File: config.mk
export PLATFORM = sky130hd
export DESIGN_NAME = fp_mul_arbiter
export DESIGN_NICKNAME = d
export VERILOG_FILES = /design/src/rtl/fp_mul_arbiter.sv
export SDC_FILE = /design/constraint.sdc
export NUM_CORES = 1
export LEC_CHECK = 0
export BUFFER_PORTS_ARGS = -buffer_cell sky130_fd_sc_hd__clkbuf_2
export CAP_MARGIN = 20
export CORE_AREA = 3 3 122 124
export DETAILED_ROUTE_END_ITERATION = 10
export DIE_AREA = 0 0 125 127
export PLACE_DENSITY_LB_ADDON = 0.08
export SLEW_MARGIN = 20
export SYNTH_ARGS = -nofsm -noshare
export SYNTH_HDL_FRONTEND = slang
export SYNTH_SLANG_ARGS = --single-unit
export TNS_END_PERCENT = 50
File: constraint.sdc
create_clock -name clk -period 2.3 [get_ports clk]
set_clock_uncertainty 0.15 [all_clocks]
set_input_delay 0.46 -clock clk [delete_from_list [all_inputs] [get_ports clk]]
set_output_delay 0.46 -clock clk [all_outputs]
set_load 0.01 [all_outputs]
File: src/rtl/fp_mul_arbiter.sv
// Round-robin arbiter sharing one pipelined FP multiplier between two requesters.
// Latency: MUL_LATENCY cycles from accept edge to respN_valid; readies are combinational.
// Backpressure: requesters stall on reqN_ready (one accept per cycle); responses cannot be stalled.
module fp_mul_arbiter #(
    parameter int DW          = 32,
    parameter int MUL_LATENCY = 1
) (
    input  logic          clk,
    input  logic          rst,
    input  logic          req0_valid,
    output logic          req0_ready,
    input  logic [DW-1:0] req0_a,
    input  logic [DW-1:0] req0_b,
    input  logic          req1_valid,
    output logic          req1_ready,
    input  logic [DW-1:0] req1_a,
    input  logic [DW-1:0] req1_b,
    output logic          resp0_valid,
    output logic [DW-1:0] resp0_result,
    output logic          resp1_valid,
    output logic [DW-1:0] resp1_result,
    output logic [DW-1:0] mul_a,
    output logic [DW-1:0] mul_b,
    input  logic [DW-1:0] mul_result,
    output logic          busy,
    output logic [15:0]   issue_count
);

    logic                   grant0;
    logic                   grant1;
    logic                   issue;
    logic                   last_grant;
    logic [MUL_LATENCY-1:0] tag_vld;
    logic [MUL_LATENCY-1:0] tag_id;
    logic [15:0]            issue_cnt;

    // last_grant == 1 means req1 won the previous issue, so req0 wins the next tie.
    always_comb begin
        grant0 = rst & req0_valid & (~req1_valid | last_grant);
        grant1 = rst & req1_valid & (~req0_valid | ~last_grant);
        issue  = grant0 | grant1;
    end

    always_comb begin
        mul_a = '0;
        mul_b = '0;
        if (grant0) begin
            mul_a = req0_a;
            mul_b = req0_b;
        end else if (grant1) begin
            mul_a = req1_a;
            mul_b = req1_b;
        end
    end

    always_ff @(posedge clk or negedge rst) begin
        if (!rst) begin
            tag_vld    <= '0;
            tag_id     <= '0;
            last_grant <= 1'b1;
            issue_cnt  <= '0;
        end else begin
            tag_vld[0] <= issue;
            tag_id[0]  <= grant1;
            for (int i = 1; i < MUL_LATENCY; i++) begin
                tag_vld[i] <= tag_vld[i-1];
                tag_id[i]  <= tag_id[i-1];
            end
            if (issue) begin
                last_grant <= grant1;
                if (issue_cnt != 16'hFFFF) begin
                    issue_cnt <= issue_cnt + 16'd1;
                end
            end
        end
    end

    // The final tag stage lines up with the multiplier output, so the result bus is shared.
    assign req0_ready   = grant0;
    assign req1_ready   = grant1;
    assign resp0_valid  = tag_vld[MUL_LATENCY-1] & ~tag_id[MUL_LATENCY-1];
    assign resp1_valid  = tag_vld[MUL_LATENCY-1] &  tag_id[MUL_LATENCY-1];
    assign resp0_result = mul_result;
    assign resp1_result = mul_result;
    assign busy         = |tag_vld;
    assign issue_count  = issue_cnt;

endmodule
-- Word-level counts from Yosys, hierarchy flattened
Cells that the tools add are included.
- add/sub/neg operators: 1
- equal/unequal tests: 1
- multiplexer cells: 4
- bitwise operators: 13
- reduce and logical (&&, ||, !) cells: 1
- operators with widths (cell ; count):
    $mux 32 ; 4
    $add 16x1->16 const B ; 1
    $ne 16x16->1 const B ; 1
    $and 1x1->1 ; 6
    $not 1->1 ; 4
    $or 1x1->1 ; 3
    $reduce_and 2->1 ; 1
- flip-flop bits (word level): 19
- bits of input ports: 164
- output and inout bits: 149
- word-level logic and storage cells: 24

-- Longest topological paths before layout
Gate-level depths: netlist of run 1.
- word-level depth: 5
- mapped depth: 5
- depth with buffers taken out: 5

-- Least setup slack after synthesis of run 1
Ideal clock, no wire load.
- kind: input port to output port
- start point: input req1_valid
- end point: output mul_a[0]
- data arrival time: 1426 ps
- data required time: 1690 ps
- slack: 264 ps
- stages: 5
- buffers on the path: 2
- cells stage by stage: nand2_1 > a21oi_1 > clkbuf_1 > buf_1 > a22o_1
- cells in the longest elaborated chain, start to end: 4
- elaborated cells on any way between the ends: 7
- those cells by class: mux: 2; bitwise: 5
- RTL lines (item ; RTL line ; text):
    start, declared ; 14 ; input logic req1_valid,
    $and 1x1->1 / $not 1->1 (equally long branches) ; 40, 39 ;
    $and 1x1->1 / $or 1x1->1 (equally long branches) ; 40, 39 ;
    $mux 32 / $and 1x1->1 (equally long branches) ; 50, 39 ;
    $mux 32 * ; 47 ; if (grant0) begin
    end, declared ; 22 ; output logic [DW-1:0] mul_a,
Mark *: on every way between the ends. The rest lies on a longest branch, timed or not.

-- Worst setup path after layout of run 1
- start point: register last_grant
- end point: output mul_b[0]
- cells in the longest elaborated chain, start to end: 5
- elaborated cells on any way between the ends: 7
- those cells by class: mux: 2; bitwise: 5
- RTL lines (item ; RTL line ; text):
    start, declared ; 32 ; logic last_grant;
    start signal, assigned ; 70 ; last_grant <= grant1;
    $not 1->1 ; 40 ; grant1 = rst & req1_valid & (~req0_valid | ~last_grant);
    $or 1x1->1 ; 40 ;
    $and 1x1->1 ; 40 ;
    $mux 32 ; 50 ; end else if (grant1) begin
    $mux 32 * ; 47 ;
    end, declared ; 23 ; output logic [DW-1:0] mul_b,
Marked as above.

==> impl_metrics.json, run 1 <==
{
  "yosysWarnings": 0,
  "power_density_nw_per_um2": 495.5,
  "slew-limit-headroom_pct": 69.79,
  "grt_pass1_vias": 2382,
  "dr.first_iter.drc_count": 81,
  "fmax_mhz": 448.7,
  "setup_viol": 0,
  "overflow": 0,
  "route.detailed.drc": 0,
  "path_max_fanout": 12,
  "wl_mm": 10.73,
  "syn2layout_area_growth_pct": 52.68,
  "insertion_delay_ps": 250,
  "grt_setup_unrepaired": "true",
  "synth_cell_type_count": 30,
  "portBuffers": 216,
  "syn_inst": 227,
  "p_leak_nw": 1.778,
  "coreArea_sq_um": 13880,
  "cts_hold_buffers": 0,
  "first_pass_iters": 4,
  "max_cap_viol_count": 0,
  "initial_core_util_pct": 14.61,
  "met1_length_mm": 3.641,
  "placed_cell_area_sq_um": 2923,
  "timing.rr.start": "issue_count[2]",
  "end_kind": "primary output",
  "outcome": "finished clean",
  "dieHeight_um": 127,
  "drive_gt1_share_pct": 63.64,
  "post-place-ws_ps": 145.7,
  "cp.required_ps": 1690,
  "num_rows": 43,
  "ys_ff_latch": 19,
  "clkSinkCount": 19,
  "route.detailed.wl_per_inst_um": 18.99,
  "drv_slew": 0,
  "top_layer": "met4",
  "cts_root_buf": "clkbuf_16",
  "cp-startpoint": "last_grant",
  "io_pins": 313,
  "dieArea_sq_um": 15880,
  "ff2ff_path_depth": 4,
  "dp.cells": 555,
  "grt_pass1_wl_mm": 14.88,
  "cts_buffer_depth": 2,
  "numCtsBuffers": 3,
  "fin_area_sq_um": 3097,
  "synth_nets": 392,
  "syn_avg_cell_area_sq_um": 8.935,
  "route.vias.total": 2330,
  "period_needed_ps": 2228,
  "r2r_slack_ps": 470,
  "tightest_slew_ps": 449.8,
  "final_nets": 551,
  "reg2reg_to": "issue_count[1]",
  "ant_nets": 0,
  "period_share_pct": 96.89,
  "gp_congestion": 0.7973,
  "vias_per_cell": 4.124,
  "yosysSeqAreaShare_pct": 23.50,
  "antennaDiodeCount": 0,
  "wl_met3_mm": 1.015,
  "crit_arrival_ps": 1620,
  "clk_pin_slew_ps": 50,
  "finalWorstSetupSlack_ps": 71.56,
  "min_path_type": "in2async",
  "syn_area_sq_um": 2028,
  "start_kind": "flop",
  "ir_drop_uv": 213.9,
  "cts_tree": "built",
  "instances_no_fill": 565,
  "crit_type": "reg2out",
  "dpl.hpwl_mm": 9.131,
  "final_hold_viol_count": 0,
  "grt_usage_pct": 12.18,
  "antenna_found_initial": 0,
  "grt_max_degree": 34,
  "routed-wl-met2_mm": 6.011,
  "dieWidth_um": 125,
  "htreeDepth": 1
}
[Yosys cell counts, drive strengths merged]
| library cell | n | share of area [%] |
|---|---|---|
| a21oi | 2 | 0.49 |
| ha | 1 | 0.62 |
| a22o | 64 | 28 |
| nand3 | 3 | 0.74 |
| nor3 | 9 | 2.2 |
| nor4 | 3 | 1.7 |
| nand2 | 11 | 2.0 |
| mux2 | 2 | 1.3 |
| xor2 | 13 | 5.6 |
| nand4 | 6 | 2.9 |
| and2 | 2 | 0.62 |
| nor4b | 1 | 0.74 |
| dfstp | 1 | 1.3 |
| and4 | 2 | 0.86 |
| clkbuf | 7 | 1.3 |
| dfrtp | 18 | 22 |
| inv | 2 | 0.37 |
| nor2b | 1 | 0.31 |
| buf | 71 | 25 |
| nor3b | 1 | 0.37 |
| nor2 | 3 | 0.68 |
| o21ai | 4 | 0.99 |
[report_power, final]
| part | switching, mW | internal, mW | total, mW | leakage, nW |
|---|---|---|---|---|
| logic | 0.339 | 0.349 | 0.688 | 1.49 |
| clock network | 0.125 | 0.236 | 0.361 | 0.0382 |
| registers | 0.0847 | 0.401 | 0.486 | 0.247 |
[cells in the final DEF, fill, tap and decap left out]
cell type / instances
nor2_1: 2
nor2_2: 1
mux2_4: 1
buf_6: 2
nor3_1: 9
buf_12: 4
nor2b_1: 1
a22o_1: 64
o21ai_1: 1
clkbuf_2: 214
and4_1: 2
a21oi_4: 2
mux2_2: 1
dfstp_2: 1
clkbuf_16: 4
nand2_1: 11
nor4_1: 2
clkbuf_1: 1
dfrtp_1: 18
nand3_1: 3
nor3b_1: 1
ha_1: 1
buf_4: 9
nor4b_2: 1
nand4_2: 1
nand4_1: 4
nor4_4: 1
buf_2: 2
inv_1: 2
xor2_1: 13
o21ai_0: 3
nand4_4: 1
and2_1: 2
[layer usage]
metal | track usage (%) | vias up
met5 | 0 | -
met4 | 1.977 | 0
met3 | 4.348 | 5
met2 | 24.01 | 173
met1 | 12.51 | 1054
li1 | - | 1098
[worst max path at each step]
stage / to / depth (start not counted)
after global placement: mul_b[0] / 6
after floorplan: mul_a[0] / 5
after detailed placement: mul_b[0] / 6
final: mul_b[0] / 6
after global routing: mul_b[21] / 6
after CTS: mul_a[19] / 6
[logic make-up (layout without fill, tap and decap cells)]
| family | count (synthesis) | count (layout) | share of synthesized area [%] |
|---|---|---|---|
| muxes | 2 | 2 | 1.295 |
| xor gates and xnor gates | 13 | 13 | 5.614 |
| and+or+nand+nor | 42 | 42 | 13.14 |
| buffers and inverters | 80 | 238 | 26.71 |
| AOI/OAI and AO/OA | 70 | 70 | 29.12 |
| adders and majority gates | 1 | 1 | 0.6168 |
| DFF | 19 | 19 | 23.50 |
[flip-flops by register name (all words and copies together), names as in the netlist]
name	count
busy	1
issue_count	16
last_grant	1
tag_id	1
[through the flow]
stage,util [%],total power [mW],setup TNS (ps),hold WS (ps)
final,22.31,1.534,0,88.14
after global routing,22.31,1.656,-44.38,133.6
after CTS,22.08,1.561,0,109.0
after detailed placement,21.06,1.165,0,356.2
after global placement,21.06,1.168,0,355.4
after floorplan,-,0.9075,0,14.41
[final cells by class]
class                   instances  area (sq um)
clock buffers                   4         78.83
fillers                      1592         10780
inverters                       2         7.507
multi-input cells             128          1032
flip-flops and latches         19         476.7
well taps                     180         225.2
repair buffers                232          1276
[critical path, stage by stage, from the launching register on]
cell      delay [ps]
dfstp_2          530
inv_1             60
a21oi_4          170
buf_4            170
buf_12           140
a22o_1           150
clkbuf_2         140
[timing repair]
item,4_1_cts,5_1_grt
cloned,1,1
setup endpoints to repair,24,27
pin swaps,1,2
gates resized for setup,3,5
setup buffers,2,3
No activity file was read; power rests on OpenSTA's default activity.
==> run 2: changes to the inputs <==
--- a/config.mk
+++ b/config.mk
@@ -11,6 +11,7 @@
 export DETAILED_ROUTE_END_ITERATION = 10
 export DIE_AREA = 0 0 125 127
 export PLACE_DENSITY_LB_ADDON = 0.08
+export RECOVER_POWER = 50
 export SLEW_MARGIN = 20
 export SYNTH_ARGS = -nofsm -noshare
 export SYNTH_HDL_FRONTEND = slang
==> run 2 against run 1 <==
Net effect:
- combinational power shrank 2%
- hold slack gained 270 ps
- sequential cell count is the same
- global-route usage is the same
- non-clock buffer count is the same
- critical path depth is the same
- count of clock-buffer cells in the layout is the same
- total power shrank 0.72%
- critical endpoint unchanged
- final cell count is the same
==> impl_metrics.json, run 2 (synthesis gave the netlist of run 1 again) <==
{
  "first_pass_iters": 4,
  "max_stage_delay_ps": 530,
  "htreeDepth": 1,
  "cp-startpoint": "last_grant",
  "drv_slew": 0,
  "insertion_delay_ps": 250,
  "cts_buffer_depth": 2,
  "crit_cells": 6,
  "grt_setup_unrepaired": "true",
  "route.detailed.wl_per_inst_um": 19.01,
  "p_clk_share_pct": 23.7,
  "overflow": 0,
  "grt_usage_pct": 12.18,
  "ff2ff_path_depth": 4,
  "outcome": "finished clean",
  "seqPwrFrac_pct": 31.8,
  "dieHeight_um": 127,
  "route.detailed.drc": 0,
  "dieArea_sq_um": 15880,
  "timing.rr.start": "issue_count[2]",
  "switchingPower_mw": 0.5478,
  "period_needed_ps": 2228,
  "crit_chain": "inv_1 > a21oi_4 > buf_4 > buf_12 > a22o_1 > clkbuf_2",
  "coreArea_sq_um": 13880,
  "cts_tree": "built",
  "vias_per_cell": 4.124,
  "antenna_found_initial": 0,
  "instances_no_fill": 565,
  "path_max_fanout": 12,
  "wl_mm": 10.74,
  "crit_end": "mul_b[0]",
  "grt_max_degree": 34,
  "cp_slowest_cell": "dfstp_2",
  "clkSinkCount": 19,
  "final_common_cell": "clkbuf_2",
  "portBuffers": 216,
  "r2r_slack_ps": 470,
  "reg2reg_to": "issue_count[1]",
  "final_hold_viol_count": 0,
  "p_leak_nw": 1.753,
  "tightest_slew_ps": 1146,
  "max_cap_viol_count": 0,
  "dpl.hpwl_mm": 9.131,
  "io_pins": 313,
  "dp.cells": 555,
  "crit_type": "reg2out",
  "route.vias.total": 2330,
  "dr.first_iter.drc_count": 82,
  "num_rows": 43,
  "setup_viol": 0,
  "fmax_mhz": 448.7,
  "crit_arrival_ps": 1620,
  "n_fill_cell": 1594,
  "clk_pin_slew_ps": 60,
  "seq_area_sq_um": 476.7,
  "fin_util_pct": 22.22,
  "final_cell_mix": "clkbuf_2, a22o_1, dfrtp_1",
  "cts_root_buf": "clkbuf_16",
  "crit_family": "flip-flops",
  "ir_drop_uv": 213.6,
  "pwr-share-comb_pct": 44.5,
  "cp.required_ps": 1690,
  "initial_core_util_pct": 14.61,
  "critPathBufInv": 4,
  "sw_frac_of_total_pct": 35.96,
  "period_share_pct": 96.89,
  "gp_congestion": 0.7973,
  "min_path_type": "reg2reg",
  "cts_hold_buffers": 0,
  "intPower_mw": 0.9756,
  "numCtsBuffers": 3,
  "power_density_nw_per_um2": 493.9,
  "drive_gt1_share_pct": 61.56,
  "dieWidth_um": 125,
  "ant_nets": 0,
  "end_kind": "primary output",
  "largest_register_ffs": 16,
  "syn2layout_area_growth_pct": 52.07,
  "multiInputGateArea_sq_um": 1032,
  "slew-limit-headroom_pct": 23.63,
  "final_nets": 551,
  "antennaDiodeCount": 0,
  "grt_pass1_vias": 2382,
  "start_kind": "flop",
  "grt_pass1_wl_mm": 14.88
}
## run 2: cell count changes in the layout (fill, tap and decap cells not counted), sizes merged
cell and delta:
clkbuf +1, buf -1
## run 2: how the worst min path moves through the flow
| stage | cells after the start | startpoint | endpoint |
|---|---|---|---|
| floorplan | 0 | rst | busy |
| global placement | 1 | issue_count[15] | issue_count[15] |
| detailed placement | 1 | issue_count[15] | issue_count[15] |
| CTS | 2 | rst | issue_count[7] |
| global route | 1 | issue_count[15] | issue_count[15] |
| finish | 1 | issue_count[15] | issue_count[15] |
## run 2: area by class of cell
cell class	instances	area share, %
Timing Repair Buffer	232	40.97
Tap cell	180	7.302
Inverter	2	0.2434
Clock buffer	4	2.556
Multi-Input combinational cell	128	33.47
Sequential cell	19	15.46
## run 2: worst register-to-register path, delay by kind of cell, from the launching register on
kind             cells  cell delay, ps
multiplexers         1             310
AND/OR/NAND/NOR      3             790
flip-flops           1             470
## run 2: what timing repair did
item	CTS	global route
gates cloned	1	1
endpoints found under the setup margin	24	27
setup buffers	2	3
pin swaps	1	2
resized for setup	3	5
## run 2: layer usage
layer  vias to the layer above  global-route usage, %  share of wire [%]
met5                         -                      0                  0
met4                         0                  1.977               0.58
met3                         5                  4.348                9.5
met2                       173                  24.01                 56
met1                      1054                  12.51                 34
li1                       1098                      -                  -
## run 2: through the flow
step / setup slack [ps] / hold WS, ps / setup TNS (ps) / instance area, sq um / power [mW]
6_report: 71.56 / 359.0 / 0 / 3084 / 1.523
3_3_place_gp: 167.0 / 355.4 / 0 / 2923 / 1.168
5_1_grt: -22.89 / 380.7 / -44.38 / 3084 / 1.645
4_1_cts: 14.37 / 109.0 / 0 / 3064 / 1.561
3_5_place_dp: 145.7 / 356.2 / 0 / 2923 / 1.165
2_1_floorplan: 263.5 / 14.41 / 0 / 2028 / 0.9075
## run 2: power groups by stage
stage	sequential, mW	clock, mW	combinational (mW)
5_1_grt	0.499	0.393	0.753
4_1_cts	0.488	0.376	0.698
3_5_place_dp	0.497	0	0.668
2_1_floorplan	0.503	0	0.404
6_report	0.485	0.361	0.677
3_3_place_gp	0.498	0	0.670
==> run 3: changes to the inputs <==
--- a/config.mk
+++ b/config.mk
@@ -5,14 +5,15 @@
 export SDC_FILE = /design/constraint.sdc
 export NUM_CORES = 1
 export LEC_CHECK = 0
+export ABC_AREA = 1
 export BUFFER_PORTS_ARGS = -buffer_cell sky130_fd_sc_hd__clkbuf_2
 export CAP_MARGIN = 20
-export CORE_AREA = 3 3 122 124
+export CORE_AREA = 3 3 119 121
 export DETAILED_ROUTE_END_ITERATION = 10
-export DIE_AREA = 0 0 125 127
+export DIE_AREA = 0 0 122 124
 export PLACE_DENSITY_LB_ADDON = 0.08
 export RECOVER_POWER = 50
-export SLEW_MARGIN = 20
+export SLEW_MARGIN = 10
 export SYNTH_ARGS = -nofsm -noshare
 export SYNTH_HDL_FRONTEND = slang
 export SYNTH_SLANG_ARGS = --single-unit
==> constraint.sdc (replaced) <==
create_clock -name clk -period 2.2 [get_ports clk]
set_clock_uncertainty 0.15 [all_clocks]
set_input_delay 0.44 -clock clk [delete_from_list [all_inputs] [get_ports clk]]
set_output_delay 0.44 -clock clk [all_outputs]
set_load 0.01 [all_outputs]
==> run 3 against run 2 <==
Net effect:
- the flow now finishes with violations (negative setup slack)
- sequential cell count did not move
- global-route usage rose by 1.8 points
- critical path depth did not move
- count of clock-buffer cells in the layout did not move
- non-clock buffer count fell by 2
- largest cell class unchanged
- largest power group unchanged
==> impl_metrics.json, run 3 <==
{
  "outcome": "finished, violations left",
  "violations": "negative setup slack",
  "gr-usage-met1_pct": 17.57,
  "gr-usage-met3_pct": 6.630,
  "max_cap_viol_count": 0,
  "fmax_mhz": 453.2,
  "grt_busiest_layer": "met2",
  "gp_congestion": 0.8317,
  "post-place-ws_ps": 51.56,
  "io_pins": 313,
  "fin_util_pct": 26.04,
  "period_needed_ps": 2207,
  "drv_slew": 0,
  "dieWidth_um": 122,
  "coreArea_sq_um": 13190,
  "start_kind": "flop",
  "yosys_most_used_dff": "dfrtp_1",
  "grt_pass1_vias": 2669,
  "period_share_pct": 100.3,
  "wl_mm": 11.81,
  "final_nets": 643,
  "first_pass_iters": 4,
  "cts_hold_buffers": 0,
  "cts_buffer_depth": 2,
  "grt_setup_unrepaired": "true",
  "dpl.hpwl_mm": 9.612,
  "tightest_slew_ps": 685.7,
  "final_common_cell": "clkbuf_2",
  "num_rows": 42,
  "synth.largest_area_cell": "a22o_1",
  "crit_family": "flip-flops",
  "r2r_slack_ps": 470,
  "p_clk_share_pct": 24.9,
  "syn_avg_cell_area_sq_um": 7.488,
  "largest_register_ffs": 16,
  "route.detailed.wl_per_inst_um": 18.09,
  "ant_nets": 0,
  "intPower_mw": 0.9888,
  "finalWorstSetupSlack_ps": -6.626,
  "ys_ff_latch": 19,
  "ys_top_cells_by_count": "buf_4, nand2_1, a22o_1, inv_1, dfrtp_1",
  "initial_core_util_pct": 18.22,
  "slew-limit-headroom_pct": 54.29,
  "htreeDepth": 1,
  "crit_arrival_ps": 1620,
  "synth_cell_type_count": 25,
  "clk_pin_slew_ps": 60,
  "vias_per_cell": 4.292,
  "grt_pass1_wl_mm": 16.01,
  "dieHeight_um": 124,
  "cts_tree": "built",
  "clkSinkCount": 19,
  "final_cell_mix": "clkbuf_2, nand2_1, a22o_1",
  "route.vias.total": 2803,
  "cp.required_ps": 1610,
  "crit_chain": "inv_2 > a21oi_4 > buf_12 > buf_4 > a22o_1 > clkbuf_2",
  "synth_edf_count": 0,
  "insertion_delay_ps": 260,
  "power_density_nw_per_um2": 458.5,
  "timing.rr.start": "issue_count[0]",
  "yosysSeqAreaShare_pct": 19.83,
  "critPathBufInv": 4,
  "cp_slowest_cell": "dfstp_2",
  "syn_inst": 321,
  "route.detailed.drc": 0,
  "max_stage_delay_ps": 530,
  "syn2layout_area_growth_pct": 42.89,
  "seqPwrFrac_pct": 30.0,
  "overflow": 0,
  "yosysTopAreaCellShare_pct": 23.32,
  "dr.first_iter.drc_count": 80,
  "ff2ff_path_depth": 9,
  "p_leak_nw": 1.958,
  "grt_max_degree": 40,
  "drive_gt1_share_pct": 55.35,
  "pwr-share-comb_pct": 45.0,
  "use_met2_pct": 22.55,
  "setup_viol": 4,
  "yosysWarnings": 0,
  "antennaDiodeCount": 0,
  "switchingPower_mw": 0.5860,
  "syn_area_sq_um": 2404,
  "antenna_found_initial": 2,
  "synth_nets": 486,
  "numCtsBuffers": 3,
  "ir_drop_uv": 337.3,
  "crit_type": "reg2out",
  "synth_area_leaders": "a22o_1, buf_4, dfrtp_1",
  "sw_frac_of_total_pct": 37.21,
  "final_hold_viol_count": 0,
  "path_max_fanout": 9,
  "dieArea_sq_um": 15130,
  "finalSetupTns_ps": -15.69,
  "reg2reg_to": "issue_count[6]",
  "grt_usage_pct": 13.96,
  "cts_root_buf": "clkbuf_16",
  "portBuffers": 216,
  "ys_async_sr_fraction_pct": 100.0,
  "end_kind": "primary output",
  "min_path_type": "in2async"
}
==> run 3: cell types whose count changed in the layout (fill, tap and decap cells not counted), moves of 5 or more <==
cell,delta
nand2_1,+59
inv_1,+20
xor2_1,-12
buf_2,+11
nor2_1,+11
nand2_2,+9
nor3_1,-9
nand3_1,+8
clkbuf_1,-6
clkbuf_2,-6
nor2_2,+6
buf_4,-5
inv_2,+5
==> run 3: cell families (layout without fill, tap and decap cells) <==
logic type,count (synthesis),count (layout),synth area share [%]
AND/OR/NAND/NOR,123,123,24.47
flip-flops,19,19,19.83
adder cells (fa/ha/maj),1,1,0.5205
AO/OA/AOI/OAI,70,70,25.04
buffers and inverters,105,261,29.05
XOR/XNOR,3,3,1.093
==> run 3: worst reg2reg max path: stages (launching register included) <==
cell	delay (ps)
dfrtp_1	450
ha_1	240
inv_1	60
nor2_2	160
nand2_1	90
nor2_2	130
nor2_2	40
buf_4	170
nand2_1	80
nand2_1	50
==> run 3: how the worst max path moves through the flow <==
stage	depth (start not counted)	slack, ps	from	end
2_1_floorplan	5	420	last_grant	mul_a[0]
3_3_place_gp	6	70	rst	mul_a[28]
3_5_place_dp	6	50	rst	mul_b[7]
4_1_cts	5	-60	last_grant	mul_a[28]
5_1_grt	6	-80	last_grant	mul_a[7]
6_report	6	-7	last_grant	mul_b[28]
==> run 3: timing repair <==
action                     4_1_cts  5_1_grt
pin swaps                        3        6
setup endpoints to repair       40       58
cloned                           1        3
buffers inserted                 1        3
gates resized for setup          5       19
==> run 3: cell type report <==
type / count / area [sq um]
fillers: 1496 / 9756
repair buffers: 230 / 1300
multi-input cells: 197 / 1257
well taps: 176 / 220.2
clock buffers: 4 / 78.83
flip-flops and latches: 19 / 476.7
inverters: 27 / 101.3
==> run 3: per-stage QoR <==
stage | area, sq um | hold slack (ps) | power (mW) | instances
2_1_floorplan | 2404 | -5.591 | 0.9320 | 321
3_3_place_gp | 3201 | 309.2 | 1.153 | 643
3_5_place_dp | 3201 | 312.9 | 1.156 | 643
4_1_cts | 3353 | 41.61 | 1.575 | 649
5_1_grt | 3435 | 211.5 | 1.689 | 653
6_report | 3435 | 141.8 | 1.575 | 653
==> run 3: power groups by stage <==
stage | combinational, mW | sequential, mW | clock, mW
after global routing | 0.783 | 0.486 | 0.420
after floorplan | 0.451 | 0.481 | 0
after detailed placement | 0.675 | 0.481 | 0
after global placement | 0.673 | 0.480 | 0
final | 0.709 | 0.473 | 0.393
after CTS | 0.699 | 0.476 | 0.401
==> run 3: layer usage <==
metal / wire length (um) / share of wire, % / up-vias
met4: 49 / 0.41 / 4
li1: - / - / 1343
met3: 1442 / 12 / 8
met2: 5498 / 47 / 170
met5: 27 / 0.23 / -
met1: 4794 / 41 / 1278
